[src/rtl/mem_arb_pkg.sv]
// ---------------------------------------------------------------------------
// mem_arb_pkg
// Shared definitions for the MemRam port arbiter:
//   state_t   - arbiter FSM encoding (IDLE, ISSUE, WAIT, DONE)
//   PORT_CPU  - id of the processor LD/ST port (port 0)
//   PORT_LDR  - id of the program/data loader port (port 1)
//   DEF_AW    - default address width
//   DEF_DW    - default data width
// ---------------------------------------------------------------------------
package mem_arb_pkg;

    typedef enum logic [1:0] {
        IDLE  = 2'd0,
        ISSUE = 2'd1,
        WAIT  = 2'd2,
        DONE  = 2'd3
    } state_t;

    localparam logic PORT_CPU = 1'b0;
    localparam logic PORT_LDR = 1'b1;

    localparam int DEF_AW = 16;
    localparam int DEF_DW = 16;

endpackage

[src/rtl/arb_rr2.sv]
// ---------------------------------------------------------------------------
// arb_rr2
// Combinational two-way picker used by mem_port_arbiter.
//   req0   in  port 0 request
//   req1   in  port 1 request
//   ptr    in  round-robin pointer: port that wins when both request
//   winner out id of the chosen port (only meaningful when req0|req1)
// Build option: MEM_ARB_FIXED_PRIO_EN makes port 0 win every contention
// and ignores ptr.
// ---------------------------------------------------------------------------
module arb_rr2
    import mem_arb_pkg::*;
(
    input  logic req0,
    input  logic req1,
    input  logic ptr,
    output logic winner
);

    always_comb begin
        winner = PORT_CPU;
        if (req0 && req1) begin
`ifdef MEM_ARB_FIXED_PRIO_EN
            winner = PORT_CPU;
`else
            winner = ptr;
`endif
        end else if (req1) begin
            winner = PORT_LDR;
        end
    end

endmodule

[src/rtl/mem_port_arbiter.sv]
// ---------------------------------------------------------------------------
// mem_port_arbiter
// Shares a single-port synchronous RAM between the processor data path
// (port 0) and the program/data loader (port 1). One transaction is granted
// at a time; the RAM address/write/read timing is sequenced here and the
// read data is returned on rdata.
//
// Ports:
//   Clock      in   system clock, rising edge
//   Resetn     in   asynchronous active-low reset
//   req0/req1  in   request, held high until the matching ack
//   we0/we1    in   1 = write, 0 = read; stable while req high
//   addr0/1    in   [AW] address; stable while req high
//   wdata0/1   in   [DW] write data; stable while req high
//   ack0/ack1  out  one-cycle completion pulse
//   rdata      out  [DW] read data, valid in the ack cycle, held until the
//                   next read completes
//   mem_addr   out  [AW] RAM address
//   mem_wdata  out  [DW] RAM write data
//   mem_we     out  RAM write enable (only ever high in ISSUE)
//   mem_rdata  in   [DW] RAM read data, registered, one cycle after address
//   busy       out  high whenever the FSM is not in IDLE
//   grant      out  id of the port currently or last served
//
// Build option: MEM_ARB_FIXED_PRIO_EN makes port 0 win every contention;
// that build carries no ptr register.
//
// Timing (cycle 0 = cycle in which req is sampled in IDLE):
//   write: ISSUE in cycle 1 (mem_we high), ack in cycle 2
//   read : ISSUE in cycle 1, WAIT in cycle 2, ack in cycle 3
// ---------------------------------------------------------------------------
module mem_port_arbiter
    import mem_arb_pkg::*;
#(
    parameter int AW = DEF_AW,
    parameter int DW = DEF_DW
)
(
    input  logic          Clock,
    input  logic          Resetn,
    input  logic          req0,
    input  logic          we0,
    input  logic [AW-1:0] addr0,
    input  logic [DW-1:0] wdata0,
    output logic          ack0,
    input  logic          req1,
    input  logic          we1,
    input  logic [AW-1:0] addr1,
    input  logic [DW-1:0] wdata1,
    output logic          ack1,
    output logic [DW-1:0] rdata,
    output logic [AW-1:0] mem_addr,
    output logic [DW-1:0] mem_wdata,
    output logic          mem_we,
    input  logic [DW-1:0] mem_rdata,
    output logic          busy,
    output logic          grant
);

    state_t        state;
    logic          cmd_we;
    logic          winner;
    logic          win_we;
    logic [AW-1:0] win_addr;
    logic [DW-1:0] win_wdata;

`ifdef MEM_ARB_FIXED_PRIO_EN
    localparam logic ptr = PORT_CPU;
`else
    logic          ptr;
`endif

    arb_rr2 u_pick (
        .req0   (req0),
        .req1   (req1),
        .ptr    (ptr),
        .winner (winner)
    );

    assign win_we    = (winner == PORT_LDR) ? we1    : we0;
    assign win_addr  = (winner == PORT_LDR) ? addr1  : addr0;
    assign win_wdata = (winner == PORT_LDR) ? wdata1 : wdata0;

    // mem_addr/mem_wdata double as the command address/data registers: they
    // are loaded at the grant edge so the RAM sees them during ISSUE and they
    // simply hold afterwards. cmd_we remembers the direction once mem_we has
    // dropped back to 0.
    always_ff @(posedge Clock or negedge Resetn) begin
        if (!Resetn) begin
            state     <= IDLE;
`ifdef MEM_ARB_FIXED_PRIO_EN
`else
            ptr       <= PORT_CPU;
`endif
            grant     <= PORT_CPU;
            cmd_we    <= 1'b0;
            ack0      <= 1'b0;
            ack1      <= 1'b0;
            mem_we    <= 1'b0;
            mem_addr  <= '0;
            mem_wdata <= '0;
            rdata     <= '0;
            busy      <= 1'b0;
        end else begin
            ack0   <= 1'b0;
            ack1   <= 1'b0;
            mem_we <= 1'b0;
            case (state)
                IDLE: begin
                    if (req0 || req1) begin
                        grant     <= winner;
                        cmd_we    <= win_we;
                        mem_we    <= win_we;
                        mem_addr  <= win_addr;
                        mem_wdata <= win_wdata;
                        busy      <= 1'b1;
                        state     <= ISSUE;
                    end
                end
                ISSUE: begin
                    // Writes complete as the RAM takes them; reads need one
                    // more cycle for the registered RAM output.
                    if (cmd_we) begin
                        ack0  <= (grant == PORT_CPU);
                        ack1  <= (grant == PORT_LDR);
                        state <= DONE;
                    end else begin
                        state <= WAIT;
                    end
                end
                WAIT: begin
                    rdata <= mem_rdata;
                    ack0  <= (grant == PORT_CPU);
                    ack1  <= (grant == PORT_LDR);
                    state <= DONE;
                end
                DONE: begin
`ifdef MEM_ARB_FIXED_PRIO_EN
`else
                    // The port just served loses the next tie.
                    ptr   <= ~grant;
`endif
                    busy  <= 1'b0;
                    state <= IDLE;
                end
                default: begin
                    busy  <= 1'b0;
                    state <= IDLE;
                end
            endcase
        end
    end

endmodule

[config.mk]
export PLATFORM = sky130hd
export DESIGN_NAME = mem_port_arbiter
export DESIGN_NICKNAME = d
export VERILOG_FILES = /design/src/rtl/mem_arb_pkg.sv /design/src/rtl/arb_rr2.sv /design/src/rtl/mem_port_arbiter.sv
export SDC_FILE = /design/constraint.sdc
export NUM_CORES = 1
export LEC_CHECK = 0
export ABC_AREA = 1
export CAP_MARGIN = 15
export CORE_UTILIZATION = 41
export CTS_CLUSTER_DIAMETER = 30
export CTS_CLUSTER_SIZE = 28
export DETAILED_ROUTE_END_ITERATION = 6
export PLACE_DENSITY = 0.92
export SYNTH_ARGS = -nofsm -noshare
export SYNTH_HDL_FRONTEND = slang
export SYNTH_SLANG_ARGS = --single-unit
[constraint.sdc]
create_clock -name Clock -period 1.9 [get_ports Clock]
set_clock_uncertainty 0.2 [all_clocks]
set_input_delay 0.285 -clock Clock [delete_from_list [all_inputs] [get_ports Clock]]
set_output_delay 0.285 -clock Clock [all_outputs]
set_load 0.02 [all_outputs]
## Yosys cells after proc, flatten, opt, wreduce, memory -nomap -nowiden

Cells that the tools add are included.

- Logic and storage cells: 38
- Output and inout bits: 53
- Bits in registers: 57
- Input bits: 86

- Bitwise operators: 1
- Reduce and logical (&&, ||, !) cells: 6
- Equal/unequal tests: 4
- Multiplexer cells: 16

Operator list:

| kind | count |
|---|---|
| 2-to-1 mux 16 bit | 2 |
| 2-to-1 mux 1 bit | 9 |
| case mux 2 bit (4 select lines) | 1 |
| case mux 1 bit (2 select lines) | 3 |
| == test 2 bit (second input constant) | 2 |
| AND reduction 2 bit | 2 |
| == test 2 x 1 -> 1 bit (second input constant) | 1 |
| logical NOT 2 bit | 1 |
| 2-to-1 mux 2 bit | 1 |
| != test 2 bit (second input constant) | 1 |
| nonzero test 2 bit | 1 |
| logical AND 1 bit | 1 |
| logical OR 1 bit | 1 |
| inverter 1 bit | 1 |

## Logic depth before layout (Yosys ltp)

Gate-level depths: netlist of the first run.

- Depth in word-level cells: 5
- Mapped depth: 8
- Mapped depth without buffers: 7

## Hierarchy

A second synthesis of the first run with hierarchy kept.

- Cell total of the unflattened synthesis: 325
- Area total of the unflattened synthesis: 2677.6 µm²

Modules (own cells, without submodules):

| module | sequential area each (µm²) | cells an instance | area each (µm²) | times used |
|---|---|---|---|---|
| mem_port_arbiter | 1426.4 | 321 | 2661.3 | 1 |
| arb_rr2 | 0.0 | 4 | 16.3 | 1 |

## Worst setup path after synthesis of the first run

OpenSTA, ideal clock, no wires.

- Path kind: register -> register
- From: reg state[0]
- To: reg rdata[10]
- Setup time: 0.125 ns
- Clock period less this slack: 1.683 ns
- Buffers on the path: 2
- Arrival: 1.359 ns
- Data required time: 1.575 ns
- Setup slack: 0.217 ns
- Stages on the path, launching flop included: 6
- Cells stage by stage: dfrtp_1 -> inv_1 -> ha_1 -> buf_2 -> buf_2 -> mux2_2

- Longest elaborated chain between the ends: 1

RTL lines:

| what | RTL line | source |
|---|---|---|
| from (decl) | mem_port_arbiter.sv:60 | `state_t state;` |
| from (signal assigned) | mem_port_arbiter.sv:90 | `state <= IDLE;` |
| from (signal assigned) | mem_port_arbiter.sv:117 | `state <= ISSUE;` |
| from (signal assigned) | mem_port_arbiter.sv:126 | `state <= DONE;` |
| == test 2 bit | mem_port_arbiter.sv:108 | `case (state)` |
| to (signal assigned) | mem_port_arbiter.sv:132 | `rdata <= mem_rdata;` |
| to (decl) | mem_port_arbiter.sv:51 | `output logic [DW-1:0] rdata,` |

No other way between the ends.
A chain may end at the register's enable or synchronous reset.

## Worst setup path after layout of the first run

- From: reg mem_wdata[0]
- To: out mem_wdata[0]

RTL lines:

| what | RTL line | source |
|---|---|---|
| from (decl) | mem_port_arbiter.sv:53 | `output logic [DW-1:0] mem_wdata,` |
| from (signal assigned) | mem_port_arbiter.sv:115 | `mem_wdata <= win_wdata;` |

No word-level cell between the ends.

==> results.py, run 1 <==
metrics = {
    "die": {
        "die_area_um2": 7408,
        "num_rows": 30,
        "core_um2": 6794,
        "start_util_pct": 42.65,
        "die_h_um": 86.07,
        "io_pins": 139,
        "die_w_um": 86.07,
    },
    "pwr": {
        "ir_drop_mv": 0.7412,
        "powerDensity_nw_per_um2": 1523,
        "p_total_mw": 7.006,
        "p_leak_nw": 2.380,
    },
    "sta": {
        "tightest_slew_ns": 0.4464,
        "fin_setup_tns_ns": 0,
        "final-hold-violation-count": 0,
        "max_slew_margin_pct": 70.24,
        "drv_slew": 0,
        "rsz0062_at_grt": "false",
        "fin_crit_sh_pct": 95.45,
        "period_needed_ns": 1.814,
        "setup_violations": 0,
        "fmaxAchievable_mhz": 551.4,
    },
    "cells_and_area": {
        "fillerInstances": 543,
        "num-nets-final": 590,
        "final_area_um2": 4602,
        "final_cell_mix": "136 x clkdlybuf4s50_1, 108 x nand2_1, 74 x inv_1, 66 x nand3_1, 57 x dfrtp_1",
        "drive_gt1_share_pct": 9.145,
        "layout.cells.non_filler": 599,
        "area_growth_pct": 58.81,
        "layout_commonest_cell": "clkdlybuf4s50_1",
        "diodes": 0,
    },
    "yosys": {
        "syn_area_um2": 2898,
        "syn_inst": 358,
        "synth_xor_xnor_area_share_pct": 0,
        "synth-compound-area-share_pct": 1.036,
        "synth_fp_nets": 449,
        "ys_types": 16,
        "synth_top_family_by_area": "simple AND/OR/NAND/NOR gates",
        "synthAdderAreaFrac_pct": 2.159,
        "ys_warn_count": 0,
        "synth_area_leaders": "dfrtp_1 49%, nand2_1 14%, nand3_1 11%, inv_1 9.6%, mux2_2 6.2%",
        "netlist.area_leader.share_pct": 49.22,
        "synth_top_cell_by_area": "dfrtp_1",
        "synthMuxAreaShare_pct": 6.218,
        "ys_ff_latch": 57,
        "syn_avg_cell_area_um2": 8.094,
        "yosysSeqAreaShare_pct": 49.22,
        "synthSimpleGateAreaFrac_pct": 27.29,
    },
    "critical_path": {
        "criticalPathCategory": "reg2out",
        "critPathArrivalTime_ns": 1.33,
        "cp_max_fo": 2,
        "cp_top_family": "buffers and inverters",
        "cpMaxStageDelayCell": "clkdlybuf4s50_1",
        "cp_num_buf_inv": 1,
        "cp.required_ns": 1.41,
        "start_kind": "flip-flop",
        "crit_chain": "clkdlybuf4s50_1",
        "end_kind": "primary output",
        "cpPeakStageDelay_ns": 0.63,
    },
    "global_route": {
        "grt_util_all_layers_pct": 21.86,
        "use_met2_pct": 39.68,
        "antenna_found_initial": 0,
        "top_usage_layer": "met2",
        "grt_pass1_vias": 2710,
        "use_met3_pct": 4.620,
        "grt_max_degree": 41,
        "overflow": 0,
        "use_met1_pct": 25.17,
        "grt_pass1_wl_um": 12480,
    },
    "clocking": {
        "cts_tree": "yes",
        "clock_latency_ns": 0.32,
        "clk_pin_slew_ns": 0.06,
        "cts_root_buf": "clkbuf_8",
        "cts_buffer_depth": 2,
        "cts_inserted_buffers": 9,
        "cts_sinks": 57,
        "ctsHtreeMaxLevel": 3,
        "post-cts-setup-buffers": 0,
    },
    "placed_design": {
        "gp_congestion": 0.7595,
        "hpwl_um": 5494,
        "placedCellCount": 583,
        "placed_cell_area_um2": 4375,
        "portBuffers": 138,
    },
    "route": {
        "via_per_inst": 4.546,
        "via_count": 2723,
        "dr.pass1.iters": 4,
        "drt_iter0_markers": 120,
        "post_drt_wl_per_cell_um": 12.48,
        "routed_wl_um": 7478,
        "ant_nets": 0,
        "drc": 0,
    },
    "run": {
        "max_cap_viol_count": 0,
    },
    "min_path": {
        "hp-class": "in2async",
    },
    "run_status": {
        "status": "finished, final reports clean",
    },
}
-- registers in the layout, summed over array words and instances (netlist names), 2 cells and up --
name,count
rdata,16
mem_addr,16
state,2
mem_wdata,16
-- cell type report --
class                   count  area [um2]  area share (%)
well taps                  96       120.1           2.610
clock inverters             2       35.03          0.7613
inverters                  75       284.0           6.172
repair buffers            148        1494           32.46
clock buffers              13       178.9           3.888
flip-flops and latches     57        1426           31.00
multi-input cells         208        1064           23.11
-- timing repair --
action | in CTS | in global routing
endpoints found under the setup margin | 0 | 1
resized for setup | 0 | 1
hold buffers | 1 | 0
hold endpoints to repair | 17 | 0
-- logic make-up (layout without fill, tap and decap cells) --
family,Yosys count,after routing
AOI/OAI and AO/OA,6,6
adders and majority gates,5,5
buffers and inverters,93,238
DFF,57,57
muxes,16,16
and+or+nand+nor,181,181
-- stage by stage --
| step | setup WS [ns] | hold slack [ns] | utilization (%) |
|---|---|---|---|
| 2_1_floorplan | 0.2167 | -0.2106 | - |
| 3_3_place_gp | 0.09034 | 0.03855 | 64.40 |
| 3_5_place_dp | 0.06977 | 0.05908 | 64.40 |
| 4_1_cts | 0.02546 | 0.2455 | 67.70 |
| 5_1_grt | 0.02346 | 0.2908 | 67.73 |
| 6_report | 0.08642 | 0.2398 | 67.73 |
-- worst paths after layout --
check,start,slack (ns),cells after the start,endpoint
worst max-delay path,mem_wdata[0],0.09,1,mem_wdata[0]
worst min-delay path,Resetn,0.24,2,mem_addr[9]
worst max register to register,state[0],0.17,7,mem_addr[8]
worst min register to register,mem_wdata[14],0.28,2,mem_wdata[14]
max in group asynchronous,Resetn,0.71,3,grant
min in group Clock,mem_wdata[14],0.28,2,mem_wdata[14]
-- layer usage --
layer / up-vias / share of wire (%) / wire (um)
met5: - / 0 / 0
met4: 0 / 1.4 / 106
met3: 11 / 5.3 / 398
met2: 92 / 54 / 4004
met1: 1258 / 40 / 2969
li1: 1362 / - / -
-- cell usage after synthesis, drive strengths merged --
master / n
o21ai: 6
nand3: 66
clkbuf: 1
buf: 17
ha: 5
mux2: 16
nand2: 110
nor2: 5
dfrtp: 57
inv: 75
-- report_power, final --
group | total [mW] | leakage (nW) | switching, mW | internal (mW)
sequential | 2.18 | 0.690 | 0.352 | 1.83
clock | 1.19 | 0.112 | 0.451 | 0.740
combinational | 3.64 | 1.58 | 1.90 | 1.74
total | 7.01 | 2.38 | 2.70 | 4.31
No activity file was read; power rests on OpenSTA's default activity.
==> run 2: changes to the inputs <==
--- a/config.mk
+++ b/config.mk
@@ -11,7 +11,8 @@
 export CTS_CLUSTER_DIAMETER = 30
 export CTS_CLUSTER_SIZE = 28
 export DETAILED_ROUTE_END_ITERATION = 6
-export PLACE_DENSITY = 0.92
+export PLACE_DENSITY = 0.87
+export SKIP_CTS_REPAIR_TIMING = 1
 export SYNTH_ARGS = -nofsm -noshare
 export SYNTH_HDL_FRONTEND = slang
 export SYNTH_SLANG_ARGS = --single-unit
==> run 2 against run 1 <==
Compared with the run above: wire length decreased by 4.4%; first-iteration DRC count decreased by 32%; maximum frequency decreased by 0.24%; critical path depth unchanged; non-clock buffer count increased by 3; die area unchanged; power increased by 2.1%; sequential power about the same; design area increased by 0.79%; clock-buffer cell count decreased by 3; clock power increased by 15%.
==> results.py, run 2 (synthesis gave the netlist of run 1 again) <==
metrics = {
    "run_status": {
        "status": "finished, final reports clean",
    },
    "critical_path": {
        "cp.required_ns": 1.41,
        "rr_endpoint": "cmd_we",
        "cp_num_buf_inv": 1,
        "cpMaxStageDelayCell": "clkdlybuf4s50_1",
        "r2r_slack_ns": 0.14,
        "start_kind": "flip-flop",
        "end_kind": "primary output",
        "cp_max_fo": 4,
        "r2r-start": "state[1]",
        "crit_chain": "clkdlybuf4s50_1",
        "cpPeakStageDelay_ns": 0.63,
        "criticalPathCategory": "reg2out",
        "critPathArrivalTime_ns": 1.33,
        "cp_top_family": "buffers and inverters",
        "reg2regPathDepth": 7,
    },
    "clocking": {
        "cts_root_buf": "clkbuf_8",
        "clock_latency_ns": 0.32,
        "cts_inserted_buffers": 9,
        "cts_tree": "yes",
        "ctsHtreeMaxLevel": 3,
        "cts_sinks": 57,
        "clk_pin_slew_ns": 0.06,
        "cts_buffer_depth": 2,
    },
    "placed_design": {
        "gp_congestion": 0.7689,
        "placed_cell_area_um2": 4370,
        "hpwl_um": 5326,
        "portBuffers": 138,
        "pre_cts_slack_ns": 0.05366,
    },
    "die": {
        "num_rows": 30,
        "core_um2": 6794,
        "die_area_um2": 7408,
        "die_w_um": 86.07,
        "die_h_um": 86.07,
        "start_util_pct": 42.65,
        "io_pins": 139,
    },
    "route": {
        "drc": 0,
        "post_drt_wl_per_cell_um": 11.86,
        "routed_wl_um": 7151,
        "via_count": 2766,
        "ant_nets": 0,
        "drt_iter0_markers": 82,
        "dr.pass1.iters": 4,
        "via_per_inst": 4.587,
    },
    "cells_and_area": {
        "area_growth_pct": 60.06,
        "final_area_um2": 4638,
        "num-nets-final": 593,
        "final_cell_mix": "137 x clkdlybuf4s50_1, 108 x nand2_1, 74 x inv_1, 66 x nand3_1, 57 x dfrtp_1",
        "fillerInstances": 537,
        "drive_gt1_share_pct": 9.862,
        "multi_input_area_um2": 1064,
        "diodes": 0,
        "reg_top3": "mem_addr x16, mem_wdata x16, rdata x16",
        "regArea_um2": 1426,
        "layout_commonest_cell": "clkdlybuf4s50_1",
    },
    "pwr": {
        "ir_drop_mv": 0.8879,
        "p_leak_nw": 2.395,
        "powerDensity_nw_per_um2": 1542,
    },
    "sta": {
        "fin_crit_sh_pct": 95.68,
        "postLayoutSetupSlackWorst_ns": 0.08214,
        "drv_slew": 0,
        "tightest_slew_ns": 0.3255,
        "period_needed_ns": 1.818,
        "setup_violations": 0,
        "fmaxAchievable_mhz": 550.1,
        "final-hold-violation-count": 0,
        "max_slew_margin_pct": 78.30,
    },
    "min_path": {
        "hp-class": "reg2reg",
        "holdPathStages": 2,
        "min_to": "mem_addr[11]",
        "hp-start": "mem_addr[11]",
    },
    "global_route": {
        "grt_max_degree": 58,
        "grt_util_all_layers_pct": 20.67,
        "grt_pass1_vias": 2783,
        "grt_pass1_wl_um": 12010,
        "antenna_found_initial": 0,
        "overflow": 0,
    },
    "run": {
        "max_cap_viol_count": 0,
    },
}
==> run 2: power breakdown <==
group          internal, mW  switching [mW]
Sequential             1.83           0.347
Clock                 0.900           0.466
Combinational          1.74            1.87
==> run 2: how the worst max path moves through the flow <==
stage,startpoint,end,slack (ns),cells after the start
2_1_floorplan,state[0],rdata[10],0.22,5
3_3_place_gp,req1,cmd_we,0.11,6
3_5_place_dp,req1,cmd_we,0.05,6
4_1_cts,grant,grant,0.05,1
5_1_grt,state[1],cmd_we,-0.001,7
6_report,grant,grant,0.08,1
==> run 2: cell type report <==
class                      instances  share of cell area [%]
timing repair buffer             151                   32.37
multi-input combinational        208                   22.93
clock inverter                     6                   2.266
clock buffer                      10                   2.967
tap                               96                   2.590
sequential                        57                   30.75
inverter                          75                   6.124
==> run 2: metrics by stage <==
| step | utilization, % | hold WS (ns) | TNS [ns] | std cells | power, mW |
|---|---|---|---|---|---|
| floorplan | - | -0.2106 | 0 | 358 | 4.167 |
| global placement | 64.33 | 0.1044 | 0 | 584 | 5.665 |
| detailed placement | 64.33 | 0.1136 | 0 | 584 | 5.801 |
| CTS | 67.90 | -0.2410 | 0 | 600 | 7.208 |
| global route | 68.27 | 0.3028 | -0.001354 | 603 | 7.612 |
| finish | 68.27 | 0.2791 | 0 | 603 | 7.150 |
==> run 2: metal layers <==
metal  global-route usage [%]  vias up  part of all wire [%]
met5                        0        -                     0
li1                         -     1375                     -
met1                    23.59     1270                    41
met4                    8.333        0                   1.7
met3                    3.369       14                   5.1
met2                    38.24      107                    52
==> run 3: changes to the inputs <==
--- a/config.mk
+++ b/config.mk
@@ -7,11 +7,12 @@
 export LEC_CHECK = 0
 export ABC_AREA = 1
 export CAP_MARGIN = 15
-export CORE_UTILIZATION = 41
+export CORE_UTILIZATION = 42
+export CTS_BUF_LIST = sky130_fd_sc_hd__clkbuf_8
 export CTS_CLUSTER_DIAMETER = 30
 export CTS_CLUSTER_SIZE = 28
 export DETAILED_ROUTE_END_ITERATION = 6
-export PLACE_DENSITY = 0.87
+export PLACE_DENSITY = 0.88
 export SKIP_CTS_REPAIR_TIMING = 1
 export SYNTH_ARGS = -nofsm -noshare
 export SYNTH_HDL_FRONTEND = slang
==> constraint.sdc (replaced) <==
create_clock -name Clock -period 1.9 [get_ports Clock]
set_clock_uncertainty 0.2 [all_clocks]
set_input_delay 0.38 -clock Clock [delete_from_list [all_inputs] [get_ports Clock]]
set_output_delay 0.38 -clock Clock [all_outputs]
set_load 0.02 [all_outputs]
==> run 3 against run 2 <==
Compared with the run above: sequential share of layout area down 0.67 points; power grew 1.3%; wire length up 5.8%; first-iteration DRC count is 21% higher; clock-buffer cell count decreased by 1; sequential power is essentially flat; flip-flop and latch count unchanged; largest power group unchanged; highest routed layer unchanged.
==> results.py, run 3 (synthesis gave the netlist of run 1 again) <==
metrics = {
    "sta": {
        "tightest_slew_ns": 0.2976,
        "period_needed_ns": 1.867,
        "max_slew_margin_pct": 80.16,
        "fin_crit_sh_pct": 98.28,
        "fmaxAchievable_mhz": 535.5,
        "setup_violations": 0,
        "whs_ns": 0.2750,
        "postLayoutSetupSlackWorst_ns": 0.03269,
        "drv_slew": 0,
        "fin_setup_tns_ns": 0,
        "final-hold-violation-count": 0,
    },
    "clocking": {
        "cts_sinks": 57,
        "clock_latency_ns": 0.32,
        "cts_tree": "yes",
        "clk_pin_slew_ns": 0.06,
        "cts_root_buf": "clkbuf_8",
        "cts_buffer_depth": 2,
        "ctsHtreeMaxLevel": 3,
        "cts_inserted_buffers": 9,
    },
    "critical_path": {
        "rr_endpoint": "grant",
        "start_kind": "flip-flop",
        "cp_top_family": "buffers and inverters",
        "critPathArrivalTime_ns": 1.29,
        "crit_chain": "clkdlybuf4s50_1",
        "r2r_slack_ns": 0.20,
        "cpMaxStageDelayCell": "clkdlybuf4s50_1",
        "endpoint": "mem_addr[5]",
        "r2r-start": "state[0]",
        "crit_start": "mem_addr[5]",
        "cp.required_ns": 1.32,
        "cp_max_fo": 2,
        "cp_num_buf_inv": 1,
        "path_depth": 1,
        "criticalPathCategory": "reg2out",
        "cpPeakStageDelay_ns": 0.61,
        "reg2regPathDepth": 7,
        "end_kind": "primary output",
    },
    "cells_and_area": {
        "reg_top3": "mem_addr x16, mem_wdata x16, rdata x16",
        "final_cell_mix": "108 x nand2_1, 100 x clkdlybuf4s50_1, 75 x inv_1, 66 x nand3_1, 57 x dfrtp_1",
        "fillerInstances": 463,
        "num-nets-final": 592,
        "layout_commonest_cell": "nand2_1",
        "drive_gt1_share_pct": 9.486,
        "layout.cells.non_filler": 583,
        "final_area_um2": 4742,
        "area_growth_pct": 63.64,
        "diodes": 0,
    },
    "route": {
        "ant_nets": 0,
        "drt_iter0_markers": 99,
        "via_count": 2757,
        "drc": 0,
        "routed_wl_um": 7567,
        "via_per_inst": 4.729,
        "dr.pass1.iters": 4,
        "post_drt_wl_per_cell_um": 12.98,
    },
    "global_route": {
        "grt_pass1_wl_um": 12340,
        "grt_util_all_layers_pct": 21.93,
        "grt_pass1_vias": 2805,
        "overflow": 0,
        "antenna_found_initial": 0,
        "grt_max_degree": 58,
    },
    "placed_design": {
        "portBuffers": 138,
        "placedCellCount": 566,
        "hpwl_um": 5592,
        "pre_cts_slack_ns": -0.08194,
        "placed_cell_area_um2": 4379,
        "gp_congestion": 0.7495,
    },
    "die": {
        "die_h_um": 85.07,
        "core_um2": 6495,
        "num_rows": 29,
        "die_w_um": 85.07,
        "io_pins": 139,
        "start_util_pct": 44.62,
        "die_area_um2": 7236,
    },
    "min_path": {
        "hp-class": "reg2reg",
    },
    "run_status": {
        "status": "finished, final reports clean",
    },
    "pwr": {
        "ir_drop_mv": 0.8098,
        "powerDensity_nw_per_um2": 1527,
        "p_leak_nw": 2.805,
    },
    "run": {
        "max_cap_viol_count": 0,
    },
}
run 3: changes by cell type in the layout (fill, tap and decap cells not counted), moves of 2 or more:
cell and change:
buf_12 +2, buf_4 -3, clkdlybuf4s50_1 -37, dlymetal6s2s_1 +37
run 3: worst min-delay path by stage:
stage	endpoint	slack, ns	from	cells past startpoint
6_report	mem_addr[1]	0.27	mem_addr[1]	2
5_1_grt	mem_addr[1]	0.30	mem_addr[1]	2
4_1_cts	rdata[0]	-0.15	Resetn	2
3_5_place_dp	rdata[13]	0.21	Resetn	2
3_3_place_gp	rdata[13]	0.20	Resetn	2
2_1_floorplan	ack0	-0.12	Resetn	0
run 3: report_power, final:
group          internal, mW  switching, mW  total (mW)  leakage, nW
Sequential             1.83          0.336        2.16        0.690
Clock                 0.995          0.470        1.46        0.134
Combinational          1.70           1.92        3.61         1.98
run 3: final cells by class:
| class | count | area (um2) | share of cell area, % |
|---|---|---|---|
| tap | 77 | 96.34 | 2.032 |
| clock buffer | 9 | 123.9 | 2.612 |
| sequential | 57 | 1426 | 30.08 |
| clock inverter | 7 | 133.9 | 2.823 |
| inverter | 75 | 286.5 | 6.042 |
| timing repair buffer | 150 | 1612 | 33.98 |
| multi-input combinational | 208 | 1064 | 22.43 |
run 3: stage by stage:
step	power, mW	utilization, %
CTS	7.390	71.39
floorplan	4.167	-
global placement	5.729	67.42
finish	7.243	73.01
global route	7.679	73.01
detailed placement	5.892	67.42
run 3: per-layer routing:
metal / wire length [um] / track usage (%)
met5: 0 / 0
met4: 147 / 9.245
met3: 399 / 3.696
met2: 4032 / 41.86
met1: 2987 / 23.79
